`src/rtl/datapath_sequencer.sv`:
```
// datapath_sequencer: configures the FIFO/MUX/DEMUX datapath and streams a
// programmed number of symbols from the upstream FIFO into the downstream FIFO.
//
// Ports:
//   inClock        system clock, rising edge
//   inReset        asynchronous active-low reset
//   inStart        start request, sampled only in IDLE
//   inAbort        abort current frame (priority over inStart)
//   inMode         0=standalone 1=TX 2=RX 3=loopback
//   inFrameLen     number of symbols to transfer (latched on start)
//   inFifoEmpty    upstream FIFO empty flag
//   inFifoFull     downstream FIFO full flag
//   outReadEnable  upstream FIFO read strobe (combinational)
//   outWriteEnable downstream FIFO write strobe (read delayed one cycle)
//   outSelBus      packed MUX/DEMUX selects
//   outBusy        high in SETTLE, STREAM and DRAIN
//   outDone        one-cycle pulse on frame completion
//   outError       one-cycle pulse on a rejected (zero-length) start
//   outCount       symbols read in the current or last frame
module datapath_sequencer #(
  parameter int unsigned LEN_WIDTH     = 8,
  parameter int unsigned SETTLE_CYCLES = 2
) (
  input  logic                 inClock,
  input  logic                 inReset,
  input  logic                 inStart,
  input  logic                 inAbort,
  input  logic [1:0]           inMode,
  input  logic [LEN_WIDTH-1:0] inFrameLen,
  input  logic                 inFifoEmpty,
  input  logic                 inFifoFull,
  output logic                 outReadEnable,
  output logic                 outWriteEnable,
  output logic [15:0]          outSelBus,
  output logic                 outBusy,
  output logic                 outDone,
  output logic                 outError,
  output logic [LEN_WIDTH-1:0] outCount
);

  localparam int unsigned SET_W = $clog2(SETTLE_CYCLES + 1);

  localparam logic [2:0] S_IDLE   = 3'd0;
  localparam logic [2:0] S_SETTLE = 3'd1;
  localparam logic [2:0] S_STREAM = 3'd2;
  localparam logic [2:0] S_DRAIN  = 3'd3;
  localparam logic [2:0] S_DONE   = 3'd4;

  logic [2:0]           state_q,  state_d;
  logic [LEN_WIDTH-1:0] len_q,    len_d;
  logic [LEN_WIDTH-1:0] cnt_q,    cnt_d;
  logic [SET_W-1:0]     settle_q, settle_d;
  logic [15:0]          sel_q,    sel_d;
  logic                 wr_q,     wr_d;
  logic                 busy_q,   busy_d;
  logic                 done_q,   done_d;
  logic                 err_q,    err_d;
  logic                 rd_c;
  logic [LEN_WIDTH-1:0] cnt_inc;

  // Mode-specific select word for all MUX/DEMUX select lines
  function automatic logic [15:0] sel_word(input logic [1:0] mode);
    case (mode)
      2'd1:    sel_word = 16'h26A0;
      2'd2:    sel_word = 16'h481B;
      2'd3:    sel_word = 16'h6F44;
      default: sel_word = 16'h0000;
    endcase
  endfunction

  assign cnt_inc = cnt_q + LEN_WIDTH'(1);

  // Next-state and registered-output logic
  always_comb begin
    state_d  = state_q;
    len_d    = len_q;
    cnt_d    = cnt_q;
    settle_d = settle_q;
    sel_d    = sel_q;
    err_d    = 1'b0;
    rd_c     = 1'b0;

    case (state_q)
      S_IDLE: begin
        // Abort in IDLE drops a simultaneous start
        if (inStart && !inAbort) begin
          if (inFrameLen == '0) begin
            err_d = 1'b1;
          end else begin
            len_d    = inFrameLen;
            sel_d    = sel_word(inMode);
            cnt_d    = '0;
            settle_d = SET_W'(SETTLE_CYCLES);
            state_d  = S_SETTLE;
          end
        end
      end
      S_SETTLE: begin
        if (inAbort) begin
          state_d = S_IDLE;
        end else if (settle_q == SET_W'(1)) begin
          state_d = S_STREAM;
        end else begin
          settle_d = settle_q - SET_W'(1);
        end
      end
      S_STREAM: begin
        if (inAbort) begin
          state_d = S_IDLE;
        end else if (!inFifoEmpty && !inFifoFull) begin
          rd_c  = 1'b1;
          cnt_d = cnt_inc;
          if (cnt_inc == len_q) state_d = S_DRAIN;
        end
      end
      S_DRAIN: begin
        state_d = inAbort ? S_IDLE : S_DONE;
      end
      S_DONE: begin
        state_d = S_IDLE;
      end
      default: begin
        state_d = S_IDLE;
      end
    endcase

    // Write follows the read by one cycle to match FIFO read latency;
    // an abort suppresses the read and therefore the pending write.
    wr_d   = rd_c;
    busy_d = (state_d == S_SETTLE) || (state_d == S_STREAM) || (state_d == S_DRAIN);
    done_d = (state_d == S_DONE);
  end

  // State and output registers
  always_ff @(posedge inClock or negedge inReset) begin
    if (!inReset) begin
      state_q  <= S_IDLE;
      len_q    <= '0;
      cnt_q    <= '0;
      settle_q <= '0;
      sel_q    <= 16'h0000;
      wr_q     <= 1'b0;
      busy_q   <= 1'b0;
      done_q   <= 1'b0;
      err_q    <= 1'b0;
    end else begin
      state_q  <= state_d;
      len_q    <= len_d;
      cnt_q    <= cnt_d;
      settle_q <= settle_d;
      sel_q    <= sel_d;
      wr_q     <= wr_d;
      busy_q   <= busy_d;
      done_q   <= done_d;
      err_q    <= err_d;
    end
  end

  assign outReadEnable  = rd_c;
  assign outWriteEnable = wr_q;
  assign outSelBus      = sel_q;
  assign outBusy        = busy_q;
  assign outDone        = done_q;
  assign outError       = err_q;
  assign outCount       = cnt_q;

endmodule

```
`config.mk`:
```
export PLATFORM = sky130hd
export DESIGN_NAME = datapath_sequencer
export DESIGN_NICKNAME = d
export VERILOG_FILES = /design/src/rtl/datapath_sequencer.sv
export SDC_FILE = /design/constraint.sdc
export NUM_CORES = 1
export LEC_CHECK = 0
export ABC_AREA = 0
export CORE_MARGIN = 10
export CORE_UTILIZATION = 51
export CTS_BUF_LIST = sky130_fd_sc_hd__clkbuf_16
export DETAILED_ROUTE_END_ITERATION = 8
export PLACE_DENSITY = 0.85
export SLEW_MARGIN = 20
export SYNTH_ARGS = -nofsm -noshare
export SYNTH_HDL_FRONTEND = slang
export SYNTH_SLANG_ARGS = --single-unit
```
`constraint.sdc`:
```
create_clock -name inClock -period 7.3 [get_ports inClock]
set_input_delay 2.19 -clock inClock [delete_from_list [all_inputs] [get_ports inClock]]
set_output_delay 2.19 -clock inClock [all_outputs]
set_load 0.1 [all_outputs]
```
==> results.toml, run 1 <==
[logic_synthesis]
avgSynthCellArea_um2 = 10.6
synth_edf_count = 0
ys_warn_count = 0
synth.area.top_cells = "dfrtp_1 (47%), mux2_2 (7.1%), buf_4 (5.2%)"
ys_seq_area_share_pct = 47.0
syn_inst = 151
synth.top_cell.area_share_pct = 47.0
async_flop_share_pct = 100
synth_cell_types = 38
syn_area_um2 = 1600
ys_ff_latch = 30
synth_area_leader_cell = "dfrtp_1"
synth-main-ff-cell = "dfrtp_1"

[floorplan]
chipWidth_um = 76.0
die_y_um = 76.0
die-area_um2 = 5770
core_um2 = 3030
io_pins = 45
fp-row-count = 20
start_util_pct = 52.7

[worst_setup_path]
regToRegSetupSlack_ns = 4.86
slowest_delay_ns = 0.56
crit_slowest_cell = "or3_1"
crit_family = "simple AND/OR/NAND/NOR gates"
path_buf_inv = 3
crit_chain = "clkdlybuf4s50_1 -> or4b_1 -> or3_1 -> clkinv_8 -> buf_4"
r2r_cells = 6
crit_arrival_ns = 4.15
worst_r2r_endpoint = "state_q[0]"
worst-setup-path-type = "input port to primary output"
end_kind = "primary output"
crit_path_start_kind = "input port"
crit_fanout = 10
worstSetupStartpoint = "inFifoFull"
cp.required_ns = 5.11
reg2reg_from = "state_q[0]"

[job]
maxCapViolCount = 0

[outcome]
outcome = "completed"

[timing]
finalHoldViolations = 0
tightest_slew_ns = 1.01
fmax_mhz = 158
finalCritPeriodShare_pct = 86.8
report.final.slew_viol_count = 0
clock_skew_ns = 0.00568
rsz0062_at_grt = "false"
setup_ws_ns = 0.964
period_needed_ns = 6.34
setup_violations = 0
relSlewSlack_pct = 32.7
finalSetupTns_ns = 0
holdWs_ns = 0.528

[placed_design]
dp_slack_ns = 0.961
place_area_um2 = 1980
dp_hpwl_um = 2870
port_buffers = 42
gp_routability_congestion = 0.834

[drt]
vias = 1247
wl_met2_um = 1850
drt-total-wl_um = 3740
wl_met1_um = 1530
top_layer_used = "met4"
drt-pass1-iter-count = 6
drt-initial-drc-count = 76
drcViolationCount = 0
viasPerCell = 5.40
wire_per_inst_um = 16.2
antenna_violating_nets_post_route = 0
met3WireLength_um = 266

[finish]
final_cell_mix = "clkdlybuf4s50_1 (41), dfrtp_1 (30), o21ai_0 (13)"
area_growth_pct = 32.3
drive_above_1_share_pct = 13.4
antenna_cells = 0
fin_area_um2 = 2110
nets = 204
final_common_cell = "clkdlybuf4s50_1"

[clocking]
numCtsBuffers = 5
cts_tree = "done"
post_cts_buffers = 0
cts.sinks = 30
clk_latency_ns = 0.28
clockBufferDepth = 2
root_buffer = "clkbuf_16"
cts_max_level = 2
cts_resized = 0
ctsHoldBuffers = 0
path_clk_slew_ns = 0.05

[min_path]
holdPathEnd = "outCount[7]"
min-delay-start = "outCount[7]"
hp-class = "register to register"
whs_path_depth = 1

[grt]
grt_max_degree = 31
gr-total-overflow = 0
grt_pass1_vias = 1319
grt_pass1_wl_um = 6460
antenna_found_initial = 0
grt_usage_pct = 13.7

[pwr]
powerDensity_nw_per_um2 = 285
total_power_mw = 0.602
p_leak_nw = 0.908
peakVddDrop_v = 0.000151
==> layer usage <==
layer | GRT usage (%) | vias to the layer above
met1 | 15.1 | 599
met4 | 6.44 | 0
met2 | 21.9 | 43
li1 | - | 595
met5 | 0 | -
met3 | 6.13 | 10
==> stage by stage <==
step	std cells	utilization, %
floorplan	152	-
global placement	223	65.2
detailed placement	223	65.2
CTS	231	69.8
global route	231	69.8
finish	231	69.8
==> cells by family after synthesis <==
logic type	Yosys count	synth area share, %
flops	30	47.0
xor+xnor	14	7.68
buf+inv	24	9.48
fa+ha+maj	2	1.57
other cells	1	0.235
simple gates	38	14.4
mux	10	7.05
compound gates	32	12.5
==> layout make-up <==
class	count	area (um2)
multi-input cells	98	698
inverters	7	38.8
clock buffers	5	125
well taps	44	55.1
flip-flops and latches	30	751
repair buffers	44	433
clock inverters	3	11.3
fillers	224	916
==> registers in the layout (all words and copies together) (netlist names) <==
name and cells:
len_q 8, outBusy 1, outCount 8, outDone 1, outError 1, outSelBus 5
outWriteEnable 1, settle_q 2, state_q 3
==> power breakdown <==
group          internal [mW]  total [mW]  switching [mW]
Sequential             0.186       0.201          0.0152
Combinational         0.0601       0.213           0.153
Clock                  0.122       0.188          0.0664
Total                  0.368       0.602           0.234
==> worst max-delay path by stage <==
stage	end	slack (ns)	cells past startpoint
after floorplan	outReadEnable	1.82	4
after global placement	outReadEnable	1.06	5
after detailed placement	outReadEnable	0.96	5
after CTS	outReadEnable	0.96	5
after global routing	outReadEnable	0.91	5
final	outReadEnable	0.96	5
==> synth_stat cells (5+ instances only) <==
cell	number
dfrtp_1	30
o21ai_0	13
buf_4	11
mux2_2	10
xnor2_1	8
a21oi_1	6
inv_1	6
nor2_1	6
xor2_1	6
clkbuf_1	5
nand2_1	5
nand3_1	5
o31ai_1	5
Power figures use the tool's default switching activity.
==> run 2: changes to the inputs <==
- GPL_TIMING_DRIVEN: default -> 1
==> results of run 2 <==
Final layout, timing and power as in run 1 (identical DEF).
